### src/rtl/atm_pkg.sv
// Definitions shared by the ATM session stages: PIN FSM states, default PIN
// parameters and the controller's operation codes.
package atm_pkg;

    typedef enum logic [2:0] {
        ST_IDLE    = 3'd0,
        ST_COLLECT = 3'd1,
        ST_CHECK   = 3'd2,
        ST_GRANTED = 3'd3,
        ST_LOCKED  = 3'd4
    } pin_state_t;

    localparam int BCD_MAX                = 9;
    localparam int DEFAULT_PIN_DIGITS     = 4;
    localparam int DEFAULT_MAX_TRIES      = 3;
    localparam int DEFAULT_TIMEOUT_CYCLES = 1000;

    typedef enum logic [1:0] {
        OP_NONE     = 2'b00,
        OP_BALANCE  = 2'b01,
        OP_DEPOSIT  = 2'b10,
        OP_WITHDRAW = 2'b11
    } op_code_t;

endpackage

### src/rtl/pin_digit_buffer.sv
// Shift register collecting BCD digits most-significant first, with a digit
// counter that saturates at DIGITS.
module pin_digit_buffer
    import atm_pkg::*;
#(
    parameter int DIGITS = DEFAULT_PIN_DIGITS
) (
    input  logic                  clk,
    input  logic                  reset,
    input  logic                  clear,
    input  logic                  shift,
    input  logic [3:0]            digit_in,
    output logic [3:0]            count,
    output logic                  full,
    output logic [4*DIGITS-1:0]   value
);

    logic [4*DIGITS-1:0] digit_ext;

    assign digit_ext = (4*DIGITS)'(digit_in);
    assign full      = (count == 4'(DIGITS));

    // NOTE: the buffer holds a secret, so it is reset and cleared like any
    // control register rather than left to power up undefined.
    always_ff @(posedge clk) begin
        if (reset || clear) begin
            value <= '0;
            count <= '0;
        end else if (shift && !full) begin
            value <= (value << 4) | digit_ext;
            count <= count + 4'd1;
        end
    end

endmodule

### src/rtl/pin_entry_verifier.sv
// Collects keypad digits, compares them with the card PIN, counts failures,
// enforces keypad inactivity timeout and locks the card after MAX_TRIES.
module pin_entry_verifier
    import atm_pkg::*;
#(
    parameter int PIN_DIGITS     = DEFAULT_PIN_DIGITS,
    parameter int MAX_TRIES      = DEFAULT_MAX_TRIES,
    parameter int TIMEOUT_CYCLES = DEFAULT_TIMEOUT_CYCLES
) (
    input  logic                    clk,
    input  logic                    reset,
    input  logic                    cardIn,
    input  logic [4*PIN_DIGITS-1:0] card_pin,
    input  logic                    digit_valid,
    input  logic [3:0]              digit,
    input  logic                    digit_clear,
    input  logic                    session_end,
    output logic                    correctPassword,
    output logic                    pin_wrong,
    output logic                    entry_timeout,
    output logic                    card_locked,
    output logic [3:0]              digits_entered,
    output logic [2:0]              tries_left
);

    localparam int TW = (TIMEOUT_CYCLES > 2) ? $clog2(TIMEOUT_CYCLES) : 1;

    pin_state_t              state;
    logic [4*PIN_DIGITS-1:0] pin_ref;
    logic [4*PIN_DIGITS-1:0] entry;
    logic [2:0]              failures;
    logic [TW-1:0]           timer;
    logic                    buf_full;
    logic                    buf_clear;
    logic                    buf_shift;
    logic                    key_ok;
    logic                    timeout_hit;

    assign key_ok      = digit_valid && (digit <= 4'(BCD_MAX));
    assign timeout_hit = (state == ST_COLLECT) && cardIn && !digit_clear && !key_ok &&
                         (digits_entered != 4'd0) && (timer == TW'(TIMEOUT_CYCLES - 1));

    // NOTE: every signal written here gets a default first so no latch is inferred.
    always_comb begin
        buf_clear = 1'b0;
        buf_shift = 1'b0;
        case (state)
            ST_IDLE:    buf_clear = 1'b1;
            ST_COLLECT: begin
                if (!cardIn || digit_clear || timeout_hit) buf_clear = 1'b1;
                else if (key_ok)                           buf_shift = 1'b1;
            end
            ST_CHECK:   buf_clear = 1'b1;
            default:    ;
        endcase
    end

    pin_digit_buffer #(.DIGITS(PIN_DIGITS)) u_buffer (
        .clk      (clk),
        .reset    (reset),
        .clear    (buf_clear),
        .shift    (buf_shift),
        .digit_in (digit),
        .count    (digits_entered),
        .full     (buf_full),
        .value    (entry)
    );

    // NOTE: sequential state uses non-blocking assignments only, so every
    // register samples the same pre-edge values.
    always_ff @(posedge clk) begin
        if (reset) begin
            state         <= ST_IDLE;
            pin_ref       <= '0;
            failures      <= '0;
            timer         <= '0;
            tries_left    <= 3'(MAX_TRIES);
            pin_wrong     <= 1'b0;
            entry_timeout <= 1'b0;
        end else begin
            pin_wrong     <= 1'b0;
            entry_timeout <= 1'b0;
            case (state)
                ST_IDLE: begin
                    timer <= '0;
                    if (cardIn) begin
                        pin_ref    <= card_pin;
                        failures   <= '0;
                        tries_left <= 3'(MAX_TRIES);
                        state      <= ST_COLLECT;
                    end
                end
                ST_COLLECT: begin
                    if (!cardIn) begin
                        timer <= '0;
                        state <= ST_IDLE;
                    end else if (digit_clear || digits_entered == 4'd0 && !key_ok) begin
                        timer <= '0;
                    end else if (key_ok) begin
                        timer <= '0;
                        if (digits_entered == 4'(PIN_DIGITS - 1)) state <= ST_CHECK;
                    end else if (timeout_hit) begin
                        timer         <= '0;
                        entry_timeout <= 1'b1;
                    end else begin
                        timer <= timer + 1'b1;
                    end
                end
                ST_CHECK: begin
                    if (entry == pin_ref) begin
                        state <= ST_GRANTED;
                    end else begin
                        failures   <= failures + 3'd1;
                        tries_left <= tries_left - 3'd1;
                        pin_wrong  <= 1'b1;
                        state      <= (failures == 3'(MAX_TRIES - 1)) ? ST_LOCKED : ST_COLLECT;
                    end
                end
                ST_GRANTED: begin
                    if (session_end || !cardIn) state <= ST_IDLE;
                end
                ST_LOCKED: begin
                    tries_left <= '0;
                end
                default: state <= ST_IDLE;
            endcase
        end
    end

    assign correctPassword = (state == ST_GRANTED);
    assign card_locked     = (state == ST_LOCKED);

endmodule

### config.mk
export PLATFORM = sky130hd
export DESIGN_NAME = pin_entry_verifier
export DESIGN_NICKNAME = d
export VERILOG_FILES = /design/src/rtl/atm_pkg.sv /design/src/rtl/pin_digit_buffer.sv /design/src/rtl/pin_entry_verifier.sv
export SDC_FILE = /design/constraint.sdc
export NUM_CORES = 1
export LEC_CHECK = 0
export ABC_AREA = 1
export BUFFER_PORTS_ARGS = -buffer_cell sky130_fd_sc_hd__buf_2
export CORE_ASPECT_RATIO = 1.2
export CORE_MARGIN = 2
export CORE_UTILIZATION = 40
export DETAILED_ROUTE_END_ITERATION = 16
export GPL_TIMING_DRIVEN = 0
export PLACE_DENSITY = 0.59
export SLEW_MARGIN = 25
export SYNTH_ARGS = -nofsm -noshare
export SYNTH_HDL_FRONTEND = slang
export SYNTH_SLANG_ARGS = --single-unit
### constraint.sdc
create_clock -name clk -period 1.4 [get_ports clk]
set_input_delay 0.07 -clock clk [delete_from_list [all_inputs] [get_ports clk]]
set_output_delay 0.07 -clock clk [all_outputs]
set_load 0.02 [all_outputs]
==> results.toml, run 1 <==
[clock_tree]
htreeDepth = 3
cts_tree = "done"
numCtsBuffers = 9
clkTransAtPathRegs_ns = 0.07
clock_path_buffers = 2
clk_latency_ns = 0.34
cts.sinks = 57
root_buffer = "clkbuf_8"

[worst_setup_path]
required_ns = 1.67
path_max_fanout = 5
path_cells = "nor2_4, inv_6, nor2_8, nand2_4, nor2_4, nand2_2, nor2_4, buf_6, buf_16, nand3b_4, a21oi_2"
arrival_ns = 1.78
cp_top_family = "simple AND/OR/NAND/NOR gates"
critPathKind = "register to register"
worst-path-buf-inv = 3
critPathLaunchType = "register"
max_stage_delay_ns = 0.35
slowest_stage = "dfxtp_4"
crit_top_cell = "nor2_4"
endpoint_kind = "register"

[detailed_routing]
dr_total_vias = 2983
wl_per_cell_um = 12.40
vias_per_cell = 4.827
antenna_left = 0
drc = 0
firstDrtPassIters = 4
routed_wl_um = 7661
drt_iter0_drc = 81

[placement]
dp_hpwl_um = 5051
port_buffers = 35
placed_cells = 579
gp_congestion = 0.7959

[floorplanning]
die_w_um = 83.46
die_height_um = 99.35
dieArea_sq_um = 8291
start_util = 0.4142
core_area_sq_um = 7317
ios = 37
rows = 34

[logic_synthesis]
yosys_most_used_dff = "dfxtp_1"
syn_area_per_cell_sq_um = 6.675
ys_warn_count = 0
synth-seq-area-share = 0.3765
synth_fp_nets = 486
synthCells = 454
netlist_area_sq_um = 3030
synth_cell_types = 31
ys_async_sr_fraction = 0
synth_seq_cells = 57
synth-edff-count = 0

[global_route]
antenna_found_initial = 0
grt_pass1_wl_um = 12740
grtUsageTotal = 0.1913
grt_max_degree = 11
first_global_vias = 2818
grt.overflow.total = 0

[status]
violations = "hold timing, setup timing"
run_status = "finished, violations left"

[final_layout]
final_layout_size_suffix_gt1_frac = 0.3352
final_cells = 618
num-nets-final = 555
fin_util = 0.5501
n_antenna_cell = 0
nFillCells = 743
area_growth_pct = 32.82

[min_path]
min_path_type = "input pin to register"

[power]
vdd_drop_max_uv = 685.9
power_density_nw_per_um2 = 1184
power_w = 0.004766
power.leakage_nw = 1.770

[timing]
slew_headroom = 0.5225
holdWs_ns = -0.002196
setup_ws_ns = -0.1113
max_freq_ghz = 0.6617
fin_skew_ns = 0.009814
rsz0062_at_grt = "yes"
fin_crit_ns = 1.511
worst_pin_slew_ns = 0.7162
hold_violations = 1
final.period_utilization = 1.079
slew_viol_final = 0
finalSetupViolCount = 30

[job]
drv_cap = 0
-- worst reg2reg max path: stages, from the launching register on --
cell      delay, ns
dfxtp_4        0.35
nor2_4         0.16
inv_6          0.06
nor2_8         0.12
nand2_4        0.08
nor2_4         0.10
nand2_2        0.07
nor2_4         0.10
buf_6          0.12
buf_16         0.11
nand3b_4       0.07
a21oi_2        0.10
-- path summary, 6_finish.rpt --
check                       endpoint  slack, ns  cells past startpoint                    start
max            timer[5]$_SDFFE_PP0P_      -0.11                     11    state[1]$_SDFFE_PP0P_
min reg2reg  pin_ref[5]$_SDFFE_PP0P_       0.47                      2  pin_ref[5]$_SDFFE_PP0P_
max reg2reg    timer[5]$_SDFFE_PP0P_      -0.11                     11    state[1]$_SDFFE_PP0P_
min          pin_ref[5]$_SDFFE_PP0P_     -0.002                      3              card_pin[5]
-- layer usage --
metal  global-route usage  up-vias  share of wire
met5                    0        -              0
met3              0.04730       17          0.034
met1               0.2272     1376           0.43
li1                     -     1537              -
met4              0.05707        0          0.019
met2               0.3424       53           0.51
-- per-stage QoR --
step                setup slack (ns)  hold WS, ns  setup TNS (ns)  instance area, sq um
CTS                          -0.1048     0.006176          -2.958                  3805
floorplan                   0.005092       0.2346               0                  3077
global route                 -0.2319      0.02649          -7.037                  4025
detailed placement           -0.4146       0.3571          -12.21                  3364
finish                       -0.1113    -0.002196          -2.687                  4025
global placement             -0.4020       0.3489          -11.76                  3364
-- kinds of logic after synthesis --
logic type      count (synthesis)  share of synthesized area
fa+ha+maj                       6                    0.02477
flops                          57                     0.3765
xor+xnor                        6                    0.01734
buf+inv                        92                     0.1206
simple gates                  222                     0.3328
compound gates                 71                     0.1280
-- synthesized netlist by cell type, types with 2 or more instances --
cell type,count,share of area
buf_2,5,0.0083
a21oi_1,23,0.038
xor2_1,4,0.012
nand3_2,4,0.013
nor2_1,50,0.062
dfxtp_1,57,0.38
xnor2_1,2,0.0058
a21oi_2,8,0.023
ha_1,6,0.025
nand3b_1,2,0.0050
o21ai_0,35,0.058
inv_1,77,0.095
o21ai_1,4,0.0066
nand3b_4,2,0.013
nor2_4,3,0.011
nor3_1,4,0.0066
nand2_1,125,0.15
nand4_1,3,0.0062
nand3_1,23,0.038
clkbuf_1,6,0.0074
-- area by class of cell --
type                            count  area (sq um)  share of cell area
Buffer                             13         95.09             0.02362
Tap cell                           90         112.6             0.02798
Inverter                           79         304.0             0.07554
Sequential cell                    57          1180              0.2931
Multi-Input combinational cell    305          1733              0.4305
Clock inverter                      6         82.58             0.02052
Timing Repair Buffer               58         390.4             0.09698
Clock buffer                       10         127.6             0.03171
-- registers in the layout, indices dropped and copies added (netlist names) --
register	count
timer	10
u_buffer.count	4
failures	3
tries_left	3
state	3
entry_timeout	1
u_buffer.value	16
pin_ref	16
pin_wrong	1
-- placed cells by master (no fill, tap or decap), drive strengths merged, types with 3 or more instances in the layout --
master and n:
a21oi 31, buf 61, clkbuf 17, clkinv 3, dfxtp 57, dlygate4sd3 3, ha 6, inv 79
nand2 127, nand3 28, nand3b 4, nand4 3, nor2 54, nor3 4, o21ai 39, xor2 4
-- where the power goes --
group / switching (W) / leakage, nW / internal, W
Sequential: 0.0000871 / 0.475 / 0.00175
Combinational: 0.000777 / 1.19 / 0.000445
Clock: 0.000711 / 0.106 / 0.000993
Total: 0.00157 / 1.77 / 0.00319
-- what timing repair did --
action,in CTS,in global routing
cloned,3,0
buffers inserted,11,6
pin swaps,4,10
hold buffers,2,1
setup endpoints to repair,56,53
endpoints found under the hold margin,2,1
gates resized for setup,42,57
Note: power is estimated with default switching activity, not from simulation.
==> inputs of run 2 (changes only) <==
--- a/config.mk
+++ b/config.mk
@@ -5,7 +5,6 @@
 export SDC_FILE = /design/constraint.sdc
 export NUM_CORES = 1
 export LEC_CHECK = 0
-export ABC_AREA = 1
 export BUFFER_PORTS_ARGS = -buffer_cell sky130_fd_sc_hd__buf_2
 export CORE_ASPECT_RATIO = 1.2
 export CORE_MARGIN = 2
@@ -13,6 +12,7 @@
 export DETAILED_ROUTE_END_ITERATION = 16
 export GPL_TIMING_DRIVEN = 0
 export PLACE_DENSITY = 0.59
+export SKIP_CTS_REPAIR_TIMING = 1
 export SLEW_MARGIN = 25
 export SYNTH_ARGS = -nofsm -noshare
 export SYNTH_HDL_FRONTEND = slang
==> run 2 against run 1 <==
Against the previous run: the run ends with setup timing left; global-route usage fell by 1.6 points; final area decreased by 2.7%; synthesized cell count is 26% lower; routed wire length down 11%; register-to-register slack worse by 0.29 ns; synthesized area down 9.5%; clock power about the same; worst setup slack got worse by 0.29 ns; total power down 21%; die area shrank 9.1%; worst hold slack improved by 0.0043 ns; utilization rose by 3.2 points; largest cell class unchanged.
==> results.toml, run 2 <==
[status]
run_status = "finished, violations left"
violations = "setup timing"

[timing]
fin_crit_ns = 1.803
finalSetupViolCount = 51
slew_headroom = 0.6293
final.period_utilization = 1.288
hold_violations = 0
finalSetupTns_ns = -13.67
fin_skew_ns = 0.007353
rsz0062_at_grt = "yes"
slew_viol_final = 0
setup_ws_ns = -0.4034
max_freq_ghz = 0.5545
worst_pin_slew_ns = 0.5540

[logic_synthesis]
netlist_area_sq_um = 2743
synthCells = 337
synthTopCellsByArea = "dfxtp_1 42%, nand2_1 11%, a21oi_1 7.5%"
synth_cell_types = 49
ys_async_sr_fraction = 0
syn_area_per_cell_sq_um = 8.138
yosys_most_used_dff = "dfxtp_1"
synth_fp_nets = 369
synth_top_cell_by_area = "dfxtp_1"
yosysMostFrequentCell = "nand2_1"
netlist_top_cells_count = "79 x nand2_1, 57 x dfxtp_1, 41 x a21oi_1"
synth_top_area_frac = 0.4161
ys_warn_count = 0
synth-edff-count = 0
synth-seq-area-share = 0.4161
synth_seq_cells = 57

[final_layout]
stdcell_area_sq_um = 3915
area_growth_pct = 42.75
fin_util = 0.5817
layout_common_cells = "77 x nand2_1, 47 x dfxtp_1, 35 x buf_2"
n_antenna_cell = 0
final_layout_size_suffix_gt1_frac = 0.3429
num-nets-final = 447
final_cells = 507
final_common_cell = "nand2_1"
reg_top3 = "pin_ref x16, u_buffer.value x16, timer x10"

[global_route]
gr-usage-met1 = 0.2203
antenna_found_initial = 0
grt.overflow.total = 0
grtUsageTotal = 0.1755
grt_pass1_wl_um = 10120
first_global_vias = 2166
grt_max_degree = 11
grtUsageMet2 = 0.2850
grt_util_met3 = 0.04398
grt.busiest_layer = "met2"

[job]
drv_cap = 0

[worst_setup_path]
rr_startpoint = "timer[0]$_SDFFE_PP0P_"
r2r_cells = 8
endpoint_kind = "register"
arrival_ns = 2.03
critPathKind = "register to register"
required_ns = 1.63
rr_endpoint = "u_buffer.count[1]$_SDFFE_PP0P_"
critPathLaunchType = "register"
rrSetupSlack_ns = -0.40
path_max_fanout = 5

[clock_tree]
clk_latency_ns = 0.33
clock_path_buffers = 2
numCtsBuffers = 9
htreeDepth = 3
clkTransAtPathRegs_ns = 0.07
cts.sinks = 57
root_buffer = "clkbuf_8"
cts_tree = "done"

[placement]
place_area_sq_um = 3152
dp_hpwl_um = 4540
gp_congestion = 0.7966
placed_cells = 458
port_buffers = 34

[floorplanning]
die_w_um = 79.59
core_area_sq_um = 6730
die_height_um = 94.71
ios = 37
rows = 33
start_util = 0.4075
dieArea_sq_um = 7538

[detailed_routing]
antenna_left = 0
wl_per_cell_um = 13.51
dr_total_vias = 2530
firstDrtPassIters = 4
routed_wl_um = 6850
drt_iter0_drc = 79
vias_per_cell = 4.990
drc = 0

[min_path]
min_to = "pin_ref[3]$_SDFFE_PP0P_"
holdPathStages = 3
hp-start = "card_pin[3]"
min_path_type = "input pin to register"

[power]
power_density_nw_per_um2 = 961.4
vdd_drop_max_uv = 614.4
power.leakage_nw = 1.580
[run 2: per-layer routing]
| metal | share of wire | wire, um |
|---|---|---|
| met1 | 0.46 | 3156 |
| met2 | 0.50 | 3409 |
| met3 | 0.028 | 189 |
| met4 | 0.014 | 94 |
| met5 | 0 | 0 |
[run 2: area by class of cell]
class / instances / area, sq um
plain buffers: 15 / 121.4
clock buffers: 12 / 145.1
clock inverters: 4 / 76.32
fillers: 613 / 2815
inverters: 9 / 33.78
multi-input cells: 254 / 1740
flip-flops and latches: 57 / 1164
well taps: 87 / 108.9
repair buffers: 69 / 525.5
[run 2: kinds of logic after synthesis]
logic type	synth area share
muxes	0.007755
and+or+nand+nor	0.2755
DFF	0.4161
adders and majority gates	0.02737
buffers and inverters	0.04379
xor gates and xnor gates	0.07345
AOI/OAI and AO/OA	0.1560
[run 2: worst max-delay path by stage]
stage	start	to	slack, ns	cells after the start
6_report	timer[0]$_SDFFE_PP0P_	u_buffer.count[1]$_SDFFE_PP0P_	-0.40	8
5_1_grt	timer[0]$_SDFFE_PP0P_	u_buffer.count[1]$_SDFFE_PP0P_	-0.45	8
4_1_cts	u_buffer.value[7]$_SDFFE_PP0P_	tries_left[2]$_SDFFE_PP0P_	-0.56	5
3_5_place_dp	u_buffer.value[7]$_SDFFE_PP0P_	tries_left[2]$_SDFFE_PP0P_	-0.54	5
3_3_place_gp	state[2]$_SDFFE_PP0P_	timer[5]$_SDFFE_PP0P_	-0.49	6
2_1_floorplan	state[1]$_SDFFE_PP0P_	timer[2]$_SDFFE_PP0P_	-0.30	6
[run 2: worst max-delay path, stage by stage, from the launching register on]
cell	delay, ns
dfxtp_2	0.38
ha_4	0.16
nor4bb_4	0.30
nand4_1	0.15
buf_6	0.16
nor2_1	0.13
a211o_4	0.22
clkbuf_16	0.17
a21oi_2	0.03
[run 2: metrics by stage]
stage | hold WS [ns] | total power, W | worst slack, ns
final | 0.002059 | 0.003764 | -0.4034
after global routing | 0.006084 | 0.003917 | -0.4497
after floorplan | 0.2060 | 0.001876 | -0.2961
after detailed placement | 0.3149 | 0.001966 | -0.5403
after CTS | -0.04861 | 0.003689 | -0.5565
after global placement | 0.3136 | 0.001961 | -0.4870
[run 2: power breakdown]
group	internal (W)	switching, W	leakage (nW)
Clock	0.00106	0.000676	0.107
Combinational	0.000177	0.000187	1.00
Sequential	0.00165	0.0000226	0.468
==> inputs of run 3 (changes only) <==
--- a/config.mk
+++ b/config.mk
@@ -11,7 +11,7 @@
 export CORE_UTILIZATION = 40
 export DETAILED_ROUTE_END_ITERATION = 16
 export GPL_TIMING_DRIVEN = 0
-export PLACE_DENSITY = 0.59
+export PLACE_DENSITY = 0.68
 export SKIP_CTS_REPAIR_TIMING = 1
 export SLEW_MARGIN = 25
 export SYNTH_ARGS = -nofsm -noshare
==> run 3 against run 2 <==
Against the previous run: the flow finishes with violations (hold timing, setup timing); register-to-register slack hardly changed; critical path depth is 1 lower; utilization is 2.4 points higher; clock-buffer cell count is 2 higher; routed wire length grew 7.1%; first-iteration DRC count grew 25%; via count rose by 4.5%; combinational power rose by 9.1%; die area unchanged; non-clock buffer count is 4 higher; total power is 1.9% lower; critical path type unchanged; largest power group is now registers; highest routed layer unchanged.
==> results.toml, run 3 (same netlist as run 2, synthesis figures left out) <==
[status]
run_status = "finished, violations left"
violations = "hold timing, setup timing"

[floorplanning]
die_height_um = 94.71
core_area_sq_um = 6730
ios = 37
start_util = 0.4075
die_w_um = 79.59
dieArea_sq_um = 7538
rows = 33

[final_layout]
multi_input_area_sq_um = 1817
num-nets-final = 452
final_common_cell = "nand2_1"
nFillCells = 555
n_antenna_cell = 0
fin_util = 0.6059
final_layout_size_suffix_gt1_frac = 0.4235
layout_common_cells = "62 x nand2_1, 47 x dfxtp_1, 35 x buf_2"
stdcell_area_sq_um = 4078
area_growth_pct = 48.68
regArea_sq_um = 1169
reg_top3 = "pin_ref x16, u_buffer.value x16, timer x10"

[timing]
rsz0062_at_grt = "yes"
worst_pin_slew_ns = 0.6619
fin_crit_ns = 1.792
setup_ws_ns = -0.3922
holdWs_ns = -0.03517
finalSetupViolCount = 57
max_freq_ghz = 0.5580
slew_headroom = 0.5587
finalSetupTns_ns = -12.05
slew_viol_final = 0
hold_violations = 6
fin_skew_ns = 0.008382
final.period_utilization = 1.280

[power]
power_density_nw_per_um2 = 905.7
pwr-share-seq = 0.451
clkPwrFrac = 0.441
swShare = 0.2399
vdd_drop_max_uv = 627.3
netSwitchingPower_w = 0.0008859
combPwrFrac = 0.108
power.leakage_nw = 1.640
internal_power_w = 0.002807

[worst_setup_path]
arrival_ns = 2.07
rr_startpoint = "state[2]$_SDFFE_PP0P_"
worstSetupEndpoint = "u_buffer.value[5]$_SDFFE_PP0P_"
cp_num_cells = 7
rr_endpoint = "u_buffer.value[5]$_SDFFE_PP0P_"
r2r_cells = 7
slowest_stage = "a311oi_4"
max_stage_delay_ns = 0.38
path_cells = "nand4bb_4, a311oi_4, and2_1, buf_6, clkbuf_16, nand2_2, a21oi_2"
path_max_fanout = 8
startpoint = "state[2]$_SDFFE_PP0P_"
cp_top_family = "simple AND/OR/NAND/NOR gates"
critPathKind = "register to register"
rrSetupSlack_ns = -0.39
critPathLaunchType = "register"
required_ns = 1.68
endpoint_kind = "register"
worst-path-buf-inv = 2

[min_path]
min_path_type = "input pin to register"

[clock_tree]
cts.sinks = 57
numCtsBuffers = 9
clk_latency_ns = 0.35
root_buffer = "clkbuf_8"
clock_path_buffers = 2
cts_tree = "done"
htreeDepth = 3
clkTransAtPathRegs_ns = 0.07

[placement]
dp_slack_ns = -0.5589
gp_congestion = 0.8033
port_buffers = 34
dp_hpwl_um = 4450
place_area_sq_um = 3152

[global_route]
grt_pass1_wl_um = 10300
grt.overflow.total = 0
first_global_vias = 2267
antenna_found_initial = 0
grt_max_degree = 11
grtUsageTotal = 0.1766

[detailed_routing]
dr_total_vias = 2643
wl_per_cell_um = 14.33
drt_iter0_drc = 99
drc = 0
vias_per_cell = 5.162
firstDrtPassIters = 4
routed_wl_um = 7335
antenna_left = 0

[job]
drv_cap = 0
-- run 3: cell types whose count changed in the layout (fill, tap and decap cells not counted), moves of 4 or more --
| cell | before | now |
|---|---|---|
| buf_6 | 4 | 13 |
| nand2_2 | 2 | 17 |
| nand2_1 | 77 | 62 |
| nor2_1 | 22 | 18 |
| a21oi_1 | 24 | 15 |
| dlygate4sd3_1 | 18 | 13 |
| a21oi_2 | 17 | 26 |
-- run 3: tightest hold or removal path, stage by stage --
cell     delay [ns]
buf_2          0.09
nand2_1        0.05
a21oi_1        0.05
-- run 3: routing by layer --
layer / wire, um / global-route usage / vias to the layer above
met5: 0 / 0 / -
met4: 156 / 0.08621 / 0
met3: 214 / 0.03537 / 13
met2: 3917 / 0.3081 / 49
met1: 3047 / 0.2046 / 1261
li1: - / - / 1320
-- run 3: worst min-delay path by stage --
stage                       startpoint                       end  slack (ns)  cells after the start
final                     card_pin[12]  pin_ref[12]$_SDFFE_PP0P_       -0.04                      3
after global routing       card_pin[7]   pin_ref[7]$_SDFFE_PP0P_       -0.01                      3
after CTS                 card_pin[10]  pin_ref[10]$_SDFFE_PP0P_       -0.03                      3
after detailed placement  card_pin[10]  pin_ref[10]$_SDFFE_PP0P_        0.32                      3
after global placement    card_pin[12]  pin_ref[12]$_SDFFE_PP0P_        0.31                      3
after floorplan            card_pin[0]   pin_ref[0]$_SDFFE_PP0P_        0.21                      2
-- run 3: area by class of cell --
cell class / count / share of cell area
well taps: 87 / 0.02670
inverters: 9 / 0.008898
repair buffers: 73 / 0.1433
clock inverters: 2 / 0.008592
clock buffers: 14 / 0.04234
flip-flops and latches: 57 / 0.2866
multi-input cells: 255 / 0.4455
plain buffers: 15 / 0.03805
-- run 3: per-stage QoR --
| step | cells | total power [W] |
|---|---|---|
| after floorplan | 337 | 0.001876 |
| final | 512 | 0.003693 |
| after global placement | 458 | 0.001958 |
| after global routing | 512 | 0.003818 |
| after CTS | 474 | 0.003555 |
| after detailed placement | 458 | 0.001963 |
-- run 3: power by group through the flow --
stage               clock network (W)  registers [W]  logic, W
floorplan                           0        0.00170  0.000174
global placement                    0        0.00171  0.000250
detailed placement                  0        0.00171  0.000255
CTS                           0.00163        0.00167  0.000256
global route                  0.00172        0.00167  0.000430
finish                        0.00163        0.00167  0.000397
